`config.mk`:
```
export PLATFORM = sky130hd
export DESIGN_NAME = aes_key_expander
export DESIGN_NICKNAME = d
export VERILOG_FILES = /design/src/rtl/aes_key_expander.sv
export SDC_FILE = /design/constraint.sdc
export NUM_CORES = 1
export LEC_CHECK = 0
export CORE_MARGIN = 2
export CORE_UTILIZATION = 35
export DETAILED_ROUTE_END_ITERATION = 8
export DONT_BUFFER_PORTS = 1
export PLACE_DENSITY = 0.52
export SLEW_MARGIN = 20
export SYNTH_ARGS = -nofsm -noshare
export SYNTH_HDL_FRONTEND = slang
export SYNTH_SLANG_ARGS = --single-unit
export TNS_END_PERCENT = 50
```
`constraint.sdc`:
```
create_clock -name clock -period 6.21 [get_ports clock]
set_input_delay 1.863 -clock clock [delete_from_list [all_inputs] [get_ports clock]]
set_output_delay 1.863 -clock clock [all_outputs]
set_load 0.1 [all_outputs]
```
`src/rtl/aes_key_expander.sv`:
```
// ---------------------------------------------------------------------------
// aes_key_expander
//
// Iterative AES-128 key-expansion engine. One 128-bit cipher key is accepted
// in IDLE. It is emitted as round key 0, and round keys 1..10 are then derived
// one at a time. Each round key is offered on a valid/ready stream together
// with its round index and the Rcon byte used to derive it.
//
// Build option:
//   AES_KEY_EXP_FAST_SUB_EN - when defined, SubWord uses four S-box lookups in
//   parallel, so the SUB phase lasts one cycle. When undefined, one shared
//   S-box is visited once per byte over four cycles. Output values are
//   identical in both builds; only the timing differs.
//
// Ports:
//   clock      in   1    sole clock, rising edge
//   reset      in   1    synchronous, active-high
//   in         in   128  cipher key, in[127:120] = key byte 0, w0 = in[127:96]
//   load       in   1    key valid, accepted when load && in_ready
//   in_ready   out  1    high only in IDLE
//   rk_out     out  128  current round key, same byte order as in
//   rk_valid   out  1    rk_out / round_idx / Rcon_out are valid
//   rk_ready   in   1    downstream accepts, transfer on rk_valid && rk_ready
//   round_idx  out  4    index of the round key on rk_out (0..10)
//   Rcon_out   out  8    Rcon used to derive rk_out (0x00 for round 0)
//   empty      out  1    no expansion in progress (IDLE)
// ---------------------------------------------------------------------------
module aes_key_expander (
    input  logic         clock,
    input  logic         reset,
    input  logic [127:0] in,
    input  logic         load,
    output logic         in_ready,
    output logic [127:0] rk_out,
    output logic         rk_valid,
    input  logic         rk_ready,
    output logic [3:0]   round_idx,
    output logic [7:0]   Rcon_out,
    output logic         empty
);

    // FIPS-197 S-box, entry 0x00 in the most significant byte.
    localparam logic [2047:0] SBOX_TABLE = {
        128'h637c777bf26b6fc53001672bfed7ab76,
        128'hca82c97dfa5947f0add4a2af9ca472c0,
        128'hb7fd9326363ff7cc34a5e5f171d83115,
        128'h04c723c31896059a071280e2eb27b275,
        128'h09832c1a1b6e5aa0523bd6b329e32f84,
        128'h53d100ed20fcb15b6acbbe394a4c58cf,
        128'hd0efaafb434d338545f9027f503c9fa8,
        128'h51a3408f929d38f5bcb6da2110fff3d2,
        128'hcd0c13ec5f974417c4a77e3d645d1973,
        128'h60814fdc222a908846eeb814de5e0bdb,
        128'he0323a0a4906245cc2d3ac629195e479,
        128'he7c8376d8dd54ea96c56f4ea657aae08,
        128'hba78252e1ca6b4c6e8dd741f4bbd8b8a,
        128'h703eb5664803f60e613557b986c11d9e,
        128'he1f8981169d98e949b1e87e9ce5528df,
        128'h8ca1890dbfe6426841992d0fb054bb16
    };

    // Entry x sits at bit offset (255 - x) * 8, and 255 - x == ~x for a byte.
    function automatic logic [7:0] sbox(input logic [7:0] x);
        sbox = SBOX_TABLE[{~x, 3'b000} +: 8];
    endfunction

    typedef enum logic [1:0] {
        IDLE = 2'd0,
        EMIT = 2'd1,
        SUB  = 2'd2,
        MIX  = 2'd3
    } state_t;

    state_t      state_reg;
    state_t      state_next;

    logic [31:0] w0_reg;
    logic [31:0] w1_reg;
    logic [31:0] w2_reg;
    logic [31:0] w3_reg;
    logic [31:0] temp_reg;
    logic [3:0]  round_reg;
    logic [7:0]  rcon_reg;
    logic [7:0]  rcon_out_reg;
`ifndef AES_KEY_EXP_FAST_SUB_EN
    logic [1:0]  b_reg;
`endif

    // RotWord(w3): byte gi of the rotated word, byte 0 most significant.
    logic [31:0] rot_word;
    logic [7:0]  rot_byte [4];

    assign rot_word = {w3_reg[23:0], w3_reg[31:24]};

    generate
        for (genvar gi = 0; gi < 4; gi++) begin : g_rot
            assign rot_byte[gi] = rot_word[31-8*gi -: 8];
        end
    endgenerate

`ifdef AES_KEY_EXP_FAST_SUB_EN
    // Four parallel lookups build the whole SubWord in one cycle.
    logic [31:0] sub_word;

    generate
        for (genvar gi = 0; gi < 4; gi++) begin : g_sbox
            assign sub_word[31-8*gi -: 8] = sbox(rot_byte[gi]);
        end
    endgenerate
`else
    // One shared lookup, fed the byte selected by the sub-byte counter.
    logic [7:0] sbox_out;

    assign sbox_out = sbox(rot_byte[b_reg]);
`endif

    // Next round key, consumed only in MIX.
    logic [31:0] w0_mix;
    logic [31:0] w1_mix;
    logic [31:0] w2_mix;
    logic [31:0] w3_mix;
    logic [7:0]  rcon_xtime;

    always_comb begin
        w0_mix     = w0_reg ^ temp_reg ^ {rcon_reg, 24'h000000};
        w1_mix     = w1_reg ^ w0_mix;
        w2_mix     = w2_reg ^ w1_mix;
        w3_mix     = w3_reg ^ w2_mix;
        rcon_xtime = {rcon_reg[6:0], 1'b0} ^ (rcon_reg[7] ? 8'h1b : 8'h00);
    end

    // ------------------------------------------------------------------
    // State register
    // ------------------------------------------------------------------
    always_ff @(posedge clock) begin
        if (reset) begin
            state_reg <= IDLE;
        end else begin
            state_reg <= state_next;
        end
    end

    // ------------------------------------------------------------------
    // Next-state logic
    // ------------------------------------------------------------------
    always_comb begin
        state_next = state_reg;
        case (state_reg)
            IDLE: begin
                if (load) begin
                    state_next = EMIT;
                end
            end
            EMIT: begin
                if (rk_ready) begin
                    state_next = (round_reg == 4'd10) ? IDLE : SUB;
                end
            end
            SUB: begin
`ifdef AES_KEY_EXP_FAST_SUB_EN
                state_next = MIX;
`else
                if (b_reg == 2'd3) begin
                    state_next = MIX;
                end
`endif
            end
            MIX: begin
                state_next = EMIT;
            end
            default: begin
                state_next = IDLE;
            end
        endcase
    end

    // ------------------------------------------------------------------
    // Datapath registers
    // ------------------------------------------------------------------
    always_ff @(posedge clock) begin
        if (reset) begin
            w0_reg       <= 32'h0;
            w1_reg       <= 32'h0;
            w2_reg       <= 32'h0;
            w3_reg       <= 32'h0;
            temp_reg     <= 32'h0;
            round_reg    <= 4'd0;
            rcon_reg     <= 8'h01;
            rcon_out_reg <= 8'h00;
`ifndef AES_KEY_EXP_FAST_SUB_EN
            b_reg        <= 2'd0;
`endif
        end else begin
            case (state_reg)
                IDLE: begin
                    if (load) begin
                        w0_reg       <= in[127:96];
                        w1_reg       <= in[95:64];
                        w2_reg       <= in[63:32];
                        w3_reg       <= in[31:0];
                        round_reg    <= 4'd0;
                        rcon_reg     <= 8'h01;
                        rcon_out_reg <= 8'h00;
                    end
                end
                EMIT: begin
`ifndef AES_KEY_EXP_FAST_SUB_EN
                    if (rk_ready) begin
                        b_reg <= 2'd0;
                    end
`endif
                end
                SUB: begin
`ifdef AES_KEY_EXP_FAST_SUB_EN
                    temp_reg <= sub_word;
`else
                    for (int i = 0; i < 4; i++) begin
                        if (b_reg == 2'(i)) begin
                            temp_reg[31-8*i -: 8] <= sbox_out;
                        end
                    end
                    b_reg <= b_reg + 2'd1;
`endif
                end
                MIX: begin
                    w0_reg       <= w0_mix;
                    w1_reg       <= w1_mix;
                    w2_reg       <= w2_mix;
                    w3_reg       <= w3_mix;
                    round_reg    <= round_reg + 4'd1;
                    rcon_out_reg <= rcon_reg;
                    rcon_reg     <= rcon_xtime;
                end
                default: begin
                end
            endcase
        end
    end

    // ------------------------------------------------------------------
    // Outputs, decoded from registers only
    // ------------------------------------------------------------------
    assign in_ready  = (state_reg == IDLE);
    assign empty     = (state_reg == IDLE);
    assign rk_valid  = (state_reg == EMIT);
    assign rk_out    = {w0_reg, w1_reg, w2_reg, w3_reg};
    assign round_idx = round_reg;
    assign Rcon_out  = rcon_out_reg;

endmodule

```
Yosys cells after proc, flatten, opt, wreduce, memory -nomap -nowiden
Index checks and enable logic that the tools add are counted.

Flip-flop bits (word level): 184. Input port bits: 132. Output and inout bits: 143. Logic and storage cells: 71.

Add/subtract/negate cells: 2. $lt $le $gt $ge: 1. Equality and inequality tests: 10. Shifts and indexed selects: 1. Muxes and demuxes: 25. Bitwise operators: 8. Reduce and logical (&&, ||, !) cells: 11.

Operators with widths (number): $shiftx A2048 B12 Y8 const A (1); $pmux W32 S2 (4); $xor A32 B32 Y32 (5); $mux W32 (4); $mux W8 (4); $pmux W8 S2 (2); $bmux W8 S2 (1); $reduce_and A2 Y1 (6); $mux W2 (5); $eq A2 B2 Y1 const B (4); $not A8 Y8 (1); $pmux W2 S4 (1); $pmux W4 S2 (1); $xor A8 B5 Y8 (1); $mux W5 (1); $add A4 B1 Y4 const B (1); $eq A2 B1 Y1 const B (2); $eq A4 B4 Y1 const B (1); $logic_not A2 Y1 (2); $mux W4 (1); $ne A2 B2 Y1 const B (2); $pmux W2 S2 (1); $reduce_bool A2 Y1 (2); $ge A3 B3 Y1 const B (1); 4 further kinds (4).

Logic depth before layout (Yosys ltp)
Gate-level depths: netlist of the first run.

Depth after elaboration: 6. Depth in mapped cells: 14. Gate-level depth less buffers: 10.

Worst setup path after synthesis of the first run
Ideal clock, no wire load.

Kind: register to register. Start: register w3_reg[25]. End: register temp_reg[5]. Library setup time: 0.140 ns. Arrival time: 3.580 ns. Slack: 2.490 ns. Stages on the path, launching flop included: 13. Period minus slack after synthesis: 3.720 ns. Cells stage by stage: dfxtp_1 -> mux4_2 -> buf_2 -> inv_1 -> ha_1 -> clkbuf_1 -> nor2_1 -> and2_1 -> o21ai_0 -> a221o_1 -> a32o_1 -> a211oi_2 -> a211oi_1.

Word-level cells in the longest chain between the ends: 5.

RTL lines: start: declaration (RTL line 80) `logic [31:0] w3_reg;`; start signal: assignment (RTL line 200) `w3_reg <= in[31:0];`; start signal: assignment (RTL line 229) `w3_reg <= w3_mix;`; $bmux W8 S2 (RTL line 114) `assign sbox_out = sbox(rot_byte[b_reg]);`; $mux W8 (not written as such) (2 in a row) (RTL line 114); $not A8 Y8 (RTL line 64) `sbox = SBOX_TABLE[{~x, 3'b000} +: 8];`; $shiftx A2048 B12 Y8 (RTL line 64); end signal: indexed assignment (RTL line 219) `temp_reg[31-8*i -: 8] <= sbox_out;`; end: declaration (RTL line 81) `logic [31:0] temp_reg;`.

Every way passes these cells. The select of a mux whose other input is x is not followed. A chain may end at the register's enable or synchronous reset.

Worst setup path after layout of the first run
Start: register b_reg[0]. End: register temp_reg[25].

Word-level cells in the longest chain between the ends: 6. Elaborated cells on any way between the ends: 8. Classes of those cells: 1 x shift; 3 x mux; 2 x bitwise; 2 x reduce/logical.

RTL lines: start: declaration (RTL line 86) `logic [1:0] b_reg;`; start signal: assignment (RTL line 222) `b_reg <= b_reg + 2'd1;`; $not A2 Y3 (not written as such) (RTL line 114); $bmux W8 S2 (RTL line 114); $mux W8 (not written as such) (2 in a row) (RTL line 114); $not A8 Y8 (RTL line 64); $shiftx A2048 B12 Y8 (RTL line 64).

Several ways; a longest one is shown, not always the timed one. The select of a mux whose other input is x is not followed.

==> impl_results.html, run 1 <==
<table>
<tr><th>Metric</th><th>Value</th></tr>
<tr><th colspan="2">Logic synthesis</th></tr>
<tr><td>Share of synthesized area occupied by flip-flops and latches</td><td>28.4%</td></tr>
<tr><td>Average cell area after synthesis</td><td>7.61 sq um</td></tr>
<tr><td>Syn Inst Count</td><td>1669</td></tr>
<tr><td>Number of synthesized flops with an enable pin</td><td>0</td></tr>
<tr><td>Ys flop type</td><td>dfxtp_1</td></tr>
<tr><td>Number of library cell types mapped by synthesis</td><td>81</td></tr>
<tr><td>Post-synthesis net count</td><td>1827</td></tr>
<tr><td>Fraction of synthesis flops using an asynchronous set or reset pin</td><td>0%</td></tr>
<tr><td>Post-Synthesis Cell Area</td><td>12700 sq um</td></tr>
<tr><td>Post-synthesis sequential element count</td><td>180</td></tr>
<tr><td>Total number of yosys warnings</td><td>0</td></tr>
<tr><th colspan="2">Die</th></tr>
<tr><td>DIE WIDTH</td><td>195 microns</td></tr>
<tr><td>Placement Rows</td><td>69</td></tr>
<tr><td>Initial core utilization</td><td>35.6%</td></tr>
<tr><td>Number of top-level pins</td><td>275</td></tr>
<tr><td>Die height</td><td>195 microns</td></tr>
<tr><td>Placeable Area</td><td>35700 sq um</td></tr>
<tr><td>Die ar.</td><td>37800 sq um</td></tr>
<tr><th colspan="2">Drt</th></tr>
<tr><td>Violation count after the first detailed-route iteration</td><td>1581</td></tr>
<tr><td>Final Routed Wirelength</td><td>59500 microns</td></tr>
<tr><td>Residual DRC</td><td>0</td></tr>
<tr><td>Detailed-route vias per instance</td><td>6.46</td></tr>
<tr><td>Antenna violation net count after detailed routing</td><td>0</td></tr>
<tr><td>Routed wire per std cell</td><td>28.9 microns</td></tr>
<tr><td>Via count</td><td>13300</td></tr>
<tr><td>Total iterations of the first detailed-routing run</td><td>5</td></tr>
<tr><th colspan="2">Cells and area</th></tr>
<tr><td>Post-layout net count</td><td>1744</td></tr>
<tr><td>Relative area change from synthesis to final layout</td><td>7.32%</td></tr>
<tr><td>Sequential cell area</td><td>3610 sq um</td></tr>
<tr><td>Fillers</td><td>3774</td></tr>
<tr><td>Count of antenna diodes in the layout</td><td>0</td></tr>
<tr><td>Footprint of the multi-input gates</td><td>8300 sq um</td></tr>
<tr><td>Fraction of final layout cells with drive strength greater than 1</td><td>9.32%</td></tr>
<tr><th colspan="2">Clock network</th></tr>
<tr><td>Max Root-Sink Buffers</td><td>2</td></tr>
<tr><td>Number of sinks on the clock net</td><td>180</td></tr>
<tr><td># Post-CTS Setup Buffers</td><td>0</td></tr>
<tr><td>Count of instances resized after the clock tree is built</td><td>0</td></tr>
<tr><td>Number of hold-repair buffers added at the cts stage</td><td>0</td></tr>
<tr><td>H-tree levels</td><td>4</td></tr>
<tr><td>Clk Tree Root Cell</td><td>clkbuf_16</td></tr>
<tr><td>Source-to-sink clock delay at the later pin of the worst-skew pair</td><td>460 ps</td></tr>
<tr><td>Number of buffers created by CTS</td><td>17</td></tr>
<tr><td>Clock tree from TritonCTS</td><td>built</td></tr>
<tr><td>Clock-pin slew on the worst setup and hold paths</td><td>70 ps</td></tr>
<tr><th colspan="2">Flow run</th></tr>
<tr><td>Max Cap Viol</td><td>0</td></tr>
<tr><th colspan="2">Global routing</th></tr>
<tr><td>Grt ovf</td><td>0</td></tr>
<tr><td>First-pass GRT wire length</td><td>86300 microns</td></tr>
<tr><td>Total global-route track usage</td><td>30.4%</td></tr>
<tr><td>Number of antenna violations at the first check in global routing</td><td>0</td></tr>
<tr><td>Number of global-route vias before repair</td><td>12500</td></tr>
<tr><td>Pin count of the biggest net entering global routing</td><td>189</td></tr>
<tr><th colspan="2">Worst setup path</th></tr>
<tr><td>Type of the worst setup path</td><td>reg2reg</td></tr>
<tr><td>Critical Path, Cell by Cell</td><td>mux4_2 &gt; inv_1 &gt; ha_1 &gt; inv_1 &gt; nand2_1 &gt; a32o_1 &gt; a21oi_1 &gt; a2111oi_2 &gt; o41ai_1</td></tr>
<tr><td>Critical Path Source</td><td>b_reg[0]</td></tr>
<tr><td>Most used cell along the critical path</td><td>inv_1</td></tr>
<tr><td>Peak per-stage delay on the critical path</td><td>780 ps</td></tr>
<tr><td>Crit Reg-Reg Startpoint</td><td>b_reg[0]</td></tr>
<tr><td>Crit path capture type</td><td>flop</td></tr>
<tr><td>Data arrival, critical path</td><td>4990 ps</td></tr>
<tr><td>Critical Path Sink</td><td>temp_reg[25]</td></tr>
<tr><td>Slowest stage cell on the critical path</td><td>mux4_2</td></tr>
<tr><td>Reg-to-reg setup timing slack</td><td>1520 ps</td></tr>
<tr><td>Reg-to-Reg End</td><td>temp_reg[25]</td></tr>
<tr><td>Required @ worst endpoint</td><td>6520 ps</td></tr>
<tr><td>Cell count of the worst reg-to-reg path</td><td>9</td></tr>
<tr><td>Startpoint class of the critical path</td><td>flop</td></tr>
<tr><td>Critical Path Fanout Max</td><td>24</td></tr>
<tr><th colspan="2">Timing</th></tr>
<tr><td>Post-Route Setup TNS</td><td>0 ps</td></tr>
<tr><td>Relative slew margins</td><td>21.9%</td></tr>
<tr><td>Highest achievable clock rate</td><td>213 MHz</td></tr>
<tr><td>Worst setup skew after layout</td><td>19.4 ps</td></tr>
<tr><td>Final count of pins violating max slew</td><td>0</td></tr>
<tr><td>Share of the clock period used by the worst path</td><td>75.5%</td></tr>
<tr><td>Measured slew at the worst slew-check pin</td><td>1170 ps</td></tr>
<tr><td>Fin. Hold Viols</td><td>0</td></tr>
<tr><td>Min Tclk post-route</td><td>4690 ps</td></tr>
<tr><td>RSZ-0062 raised after global routing</td><td>no</td></tr>
<tr><td># setup viols final</td><td>0</td></tr>
<tr><th colspan="2">Placement</th></tr>
<tr><td>Final Wtd Congestion</td><td>1.02</td></tr>
<tr><td>HPWL after DPL</td><td>43200 microns</td></tr>
<tr><td>IO Port Bufs</td><td>0</td></tr>
<tr><th colspan="2">Pwr</th></tr>
<tr><td>Pleak</td><td>4.53 nW</td></tr>
<tr><td>Worst VDD drop</td><td>0.241 mV</td></tr>
<tr><td>Total power</td><td>5.11 mW</td></tr>
<tr><td>Power density of the placed cells</td><td>375 nW/um^2</td></tr>
<tr><th colspan="2">Outcome</th></tr>
<tr><td>Run status</td><td>complete, no violations</td></tr>
<tr><th colspan="2">Hold path</th></tr>
<tr><td>Classification of the worst-slack hold path</td><td>reg2reg</td></tr>
</table>
[report_power, final]
| part | internal, mW | leakage (nW) | switching [mW] |
|---|---|---|---|
| combinational | 0.550 | 2.76 | 1.34 |
| clock | 0.638 | 0.292 | 0.509 |
| sequential | 1.27 | 1.48 | 0.806 |
| total | 2.46 | 4.53 | 2.65 |
[logic make-up after synthesis]
logic type / Yosys count / share of synthesized area (%)
adders and majority gates: 26 / 2.56
buffers and inverters: 189 / 6.72
and+or+nand+nor: 551 / 20.1
DFF: 180 / 28.4
muxes: 28 / 3.29
xor gates and xnor gates: 118 / 8.19
AOI/OAI and AO/OA: 577 / 30.8
[synthesized netlist by cell type, drive strengths merged, types with 26 or more instances]
cell type	instances	area, sq um
clkbuf	96	360
dfxtp	180	3600
ha	26	325
nand3	77	385
xnor2	72	638
buf	63	382
o21ai	96	480
nand2	186	701
inv	30	113
nand2b	34	220
o22ai	79	494
a21oi	111	563
nor3	38	190
xor2	46	403
nor2	134	505
a211oi	92	706
[worst max-delay path: cells and delay by family, from the launching register on]
kind                     cells  cell delay (ps)
AO/OA/AOI/OAI                4             1190
multiplexers                 1              780
adder cells (fa/ha/maj)      1              770
flip-flops                   1              720
buffers and inverters        2              570
AND/OR/NAND/NOR              1              500
[how the worst min path moves through the flow]
stage,startpoint,to,slack [ps],depth (start not counted)
floorplan,temp_reg[25],temp_reg[25],470,2
global placement,Rcon_out[6],rcon_reg[0],450,2
detailed placement,Rcon_out[6],rcon_reg[0],450,2
CTS,Rcon_out[6],rcon_reg[0],470,2
global route,Rcon_out[6],rcon_reg[0],490,2
finish,Rcon_out[6],rcon_reg[0],470,2
[layer usage]
metal  GRT usage (%)  part of all wire [%]  wire [microns]  vias to the layer above
met5               0                     0               0                        -
met1            38.9                    41           24700                     6470
met4            12.6                   4.1            2450                        0
met2            47.8                    45           26800                      719
met3            8.87                   9.4            5600                      106
li1                -                     -               -                     6009
[stage by stage]
stage / std cells / instance area, sq um / utilization (%) / worst slack [ps] / hold WS [ps]
2_1_floorplan: 1669 / 12700 / - / 2490 / 472
3_3_place_gp: 2028 / 13000 / 36.6 / 1690 / 447
3_5_place_dp: 2028 / 13000 / 36.6 / 1690 / 454
4_1_cts: 2060 / 13600 / 38.2 / 1700 / 472
5_1_grt: 2060 / 13600 / 38.3 / 1330 / 495
6_report: 2060 / 13600 / 38.3 / 1520 / 466
[layout by cell type, fill, tap and decap left out, types with 11 or more instances in the layout]
master / instances
and2_1: 14
inv_1: 27
xor2_1: 46
or2_2: 12
a32oi_1: 13
nand3b_1: 11
o22ai_1: 79
o211ai_1: 23
dfxtp_1: 176
a311oi_1: 18
a22oi_1: 23
nand3_1: 76
buf_4: 56
nor3_1: 38
nand2b_1: 33
xnor2_1: 71
mux2i_1: 14
o31ai_1: 11
ha_1: 24
nand2_1: 185
a21oi_1: 109
nor2_1: 132
clkbuf_16: 17
o21ai_0: 87
a31oi_1: 24
o311a_1: 17
a211oi_1: 89
[area by class of cell]
class	count	area share [%]
Clock buffer	18	3.15
Inverter	30	0.826
Multi-Input combinational cell	1300	60.8
Tap cell	461	4.23
Clock inverter	14	1.27
Timing Repair Buffer	57	3.23
Sequential cell	180	26.5
(Power assumes the default switching activity.)
==> run 2, diff against run 1 <==
Settings changed: PLACE_DENSITY 0.52 to 0.54.
Clock period 6.21 ns to 3.88 ns, I/O delays scaled along.
==> run 2 against run 1 <==
Sequential cell count unchanged. Cell area increased by 7.5%. First-iteration DRC count decreased by 12%. Combinational power increased by 110%. Wire length increased by 10%. Sequential power increased by 32%. Maximum frequency increased by 26%. Cell count increased by 5.9%. Register-to-register slack got worse by 1400 ps. Total power increased by 68%. Via count increased by 3.4%. Highest routed layer unchanged.
==> impl_results.html, run 2 (synthesized netlist as in run 1, its figures left out) <==
<table>
<tr><th>Metric</th><th>Value</th></tr>
<tr><th colspan="2">Die</th></tr>
<tr><td>Initial core utilization</td><td>35.6% (unchanged)</td></tr>
<tr><td>Placement Rows</td><td>69 (unchanged)</td></tr>
<tr><td>Die height</td><td>195 microns (unchanged)</td></tr>
<tr><td>DIE WIDTH</td><td>195 microns (unchanged)</td></tr>
<tr><td>Number of top-level pins</td><td>275 (unchanged)</td></tr>
<tr><td>Placeable Area</td><td>35700 sq um (unchanged)</td></tr>
<tr><td>Die ar.</td><td>37800 sq um (unchanged)</td></tr>
<tr><th colspan="2">Timing</th></tr>
<tr><td>Final count of pins violating max slew</td><td>0 (unchanged)</td></tr>
<tr><td>Worst setup skew after layout</td><td>11.4 ps (-7.97 ps)</td></tr>
<tr><td># setup viols final</td><td>0 (unchanged)</td></tr>
<tr><td>Highest achievable clock rate</td><td>268 MHz (+26%)</td></tr>
<tr><td>Share of the clock period used by the worst path</td><td>96.1% (+21 points)</td></tr>
<tr><td>Min Tclk post-route</td><td>3730 ps (-960 ps)</td></tr>
<tr><td>Worst-case setup margin in the final layout</td><td>151 ps (-1370 ps)</td></tr>
<tr><td>Worst hold margin</td><td>536 ps (+70.1 ps)</td></tr>
<tr><td>RSZ-0062 raised after global routing</td><td>no</td></tr>
<tr><td>Measured slew at the worst slew-check pin</td><td>1160 ps (-11.4 ps)</td></tr>
<tr><td>Relative slew margins</td><td>22.6% (+0.76 points)</td></tr>
<tr><td>Post-Route Setup TNS</td><td>0 ps (unchanged)</td></tr>
<tr><td>Fin. Hold Viols</td><td>0 (unchanged)</td></tr>
<tr><th colspan="2">Clock network</th></tr>
<tr><td>Clock tree from TritonCTS</td><td>built</td></tr>
<tr><td>Number of hold-repair buffers added at the cts stage</td><td>0 (unchanged)</td></tr>
<tr><td>H-tree levels</td><td>4 (unchanged)</td></tr>
<tr><td>Number of buffers created by CTS</td><td>17 (unchanged)</td></tr>
<tr><td>Source-to-sink clock delay at the later pin of the worst-skew pair</td><td>460 ps (about the same)</td></tr>
<tr><td>Clock-pin slew on the worst setup and hold paths</td><td>70 ps (about the same)</td></tr>
<tr><td>Number of sinks on the clock net</td><td>180 (unchanged)</td></tr>
<tr><td>Clk Tree Root Cell</td><td>clkbuf_16</td></tr>
<tr><td>Max Root-Sink Buffers</td><td>2 (unchanged)</td></tr>
<tr><td># Post-CTS Setup Buffers</td><td>0 (unchanged)</td></tr>
<tr><th colspan="2">Flow run</th></tr>
<tr><td>Max Cap Viol</td><td>0 (unchanged)</td></tr>
<tr><th colspan="2">Placement</th></tr>
<tr><td>IO Port Bufs</td><td>0 (unchanged)</td></tr>
<tr><td>HPWL after DPL</td><td>49400 microns (+15%)</td></tr>
<tr><td>Final Wtd Congestion</td><td>1.04 (+1.9%)</td></tr>
<tr><td>Worst slack, placed</td><td>180 ps (-1510 ps)</td></tr>
<tr><th colspan="2">Drt</th></tr>
<tr><td>Violation count after the first detailed-route iteration</td><td>1397 (-12%)</td></tr>
<tr><td>Detailed-route vias per instance</td><td>6.31 (-2.4%)</td></tr>
<tr><td>Final Routed Wirelength</td><td>65600 microns (+10%)</td></tr>
<tr><td>Residual DRC</td><td>0 (unchanged)</td></tr>
<tr><td>Routed wire per std cell</td><td>30.0 microns (+4.0%)</td></tr>
<tr><td>Via count</td><td>13800 (+3.4%)</td></tr>
<tr><td>Total iterations of the first detailed-routing run</td><td>5 (unchanged)</td></tr>
<tr><td>Antenna violation net count after detailed routing</td><td>0 (unchanged)</td></tr>
<tr><th colspan="2">Worst setup path</th></tr>
<tr><td>Crit path capture type</td><td>flop</td></tr>
<tr><td>Data arrival, critical path</td><td>4070 ps (-920 ps)</td></tr>
<tr><td>Startpoint class of the critical path</td><td>flop</td></tr>
<tr><td>Critical Path Sink</td><td>temp_reg[0]</td></tr>
<tr><td>Reg-to-Reg End</td><td>temp_reg[0]</td></tr>
<tr><td>Reg-to-reg setup timing slack</td><td>150 ps (-1370 ps)</td></tr>
<tr><td>Type of the worst setup path</td><td>reg2reg</td></tr>
<tr><td>Critical Path Source</td><td>b_reg[0]</td></tr>
<tr><td>Crit Reg-Reg Startpoint</td><td>b_reg[0]</td></tr>
<tr><td>Required @ worst endpoint</td><td>4220 ps (-2300 ps)</td></tr>
<tr><td>Cell count of the worst reg-to-reg path</td><td>9 (unchanged)</td></tr>
<tr><td>Critical Path Fanout Max</td><td>34 (+42%)</td></tr>
<tr><th colspan="2">Hold path</th></tr>
<tr><td>Classification of the worst-slack hold path</td><td>reg2reg</td></tr>
<tr><th colspan="2">Pwr</th></tr>
<tr><td>Pleak</td><td>5.17 nW (+14%)</td></tr>
<tr><td>Power density of the placed cells</td><td>586 nW/um^2 (+57%)</td></tr>
<tr><td>Worst VDD drop</td><td>0.352 mV (+46%)</td></tr>
<tr><td>Total power</td><td>8.59 mW (+68%)</td></tr>
<tr><th colspan="2">Cells and area</th></tr>
<tr><td>Post-layout utilization of the core</td><td>41.1% (+2.9 points)</td></tr>
<tr><td>Count of antenna diodes in the layout</td><td>0 (unchanged)</td></tr>
<tr><td>Fraction of final layout cells with drive strength greater than 1</td><td>15.6% (+6.3 points)</td></tr>
<tr><td>Fillers</td><td>3693 (-2.1%)</td></tr>
<tr><td>Most used cells in the layout excluding fill and tap cells</td><td>nand2_1 (185), dfxtp_1 (180), buf_4 (173), nor2_1 (132), a21oi_1 (109)</td></tr>
<tr><td>Sequential cell area</td><td>3600 sq um (-0.14%)</td></tr>
<tr><td>Footprint of the multi-input gates</td><td>8310 sq um (about the same)</td></tr>
<tr><td>Post-layout net count</td><td>1866 (+7.0%)</td></tr>
<tr><td>Most frequent standard cell in the layout excluding fill and tap cells</td><td>nand2_1</td></tr>
<tr><td>Relative area change from synthesis to final layout</td><td>15.3%</td></tr>
<tr><th colspan="2">Global routing</th></tr>
<tr><td>Pin count of the biggest net entering global routing</td><td>189 (unchanged)</td></tr>
<tr><td>Grt ovf</td><td>0 (unchanged)</td></tr>
<tr><td>Number of antenna violations at the first check in global routing</td><td>1 (+1)</td></tr>
<tr><td>First-pass GRT wire length</td><td>94500 microns (+9.6%)</td></tr>
<tr><td>Total global-route track usage</td><td>34.1% (+3.7 points)</td></tr>
<tr><td>Number of global-route vias before repair</td><td>13000 (+4.6%)</td></tr>
<tr><th colspan="2">Outcome</th></tr>
<tr><td>Run status</td><td>complete, no violations</td></tr>
</table>
==> run 2: worst min-delay path by stage <==
stage / startpoint / to / slack [ps] / depth (start not counted)
floorplan: temp_reg[25] / temp_reg[25] / 470 / 2
global placement: rcon_reg[1] / rcon_reg[2] / 520 / 2
detailed placement: temp_reg[1] / temp_reg[1] / 520 / 2
CTS: temp_reg[4] / temp_reg[4] / 540 / 2
global route: temp_reg[9] / temp_reg[9] / 570 / 2
finish: temp_reg[4] / temp_reg[4] / 540 / 2
==> run 2: power breakdown <==
part	leakage [nW]	total, mW	switching, mW	internal, mW
combinational	3.38	3.95	2.83	1.12
clock	0.309	1.91	0.857	1.05
sequential	1.48	2.74	0.707	2.03
==> run 2: timing repair <==
item                                   4_1_cts  5_1_grt
endpoints found under the hold margin        0        0
resized for setup                            0        2
setup endpoints to repair                    0        5
==> run 2: layer usage <==
layer / track usage [%] / wire (microns)
met5: 0 / 0
met3: 7.79 / 5210
met4: 16.1 / 3170
met1: 45.6 / 28300
met2: 51.7 / 28900
==> run 2: per-stage QoR <==
stage | instances | area, sq um
after floorplan | 1669 | 12700
after global placement | 2150 | 14000
after detailed placement | 2150 | 14000
final | 2182 | 14700
after CTS | 2182 | 14700
after global routing | 2182 | 14700
==> run 2: area by class of cell <==
class,count,share of cell area (%)
multi-input combinational,1300,56.7
tap,461,3.94
timing repair buffer,179,9.68
inverter,30,0.768
sequential,180,24.6
clock buffer,18,2.93
clock inverter,14,1.43
==> run 2: worst max-delay path: stages, from the launching register on <==
cell and delay, ps:
dfxtp_1 510, buf_4 320, mux4_2 760, buf_12 270
xnor2_2 420, o21ai_0 150, nor4b_1 610, o32ai_1 320
nand3_1 160, o21ai_0 80
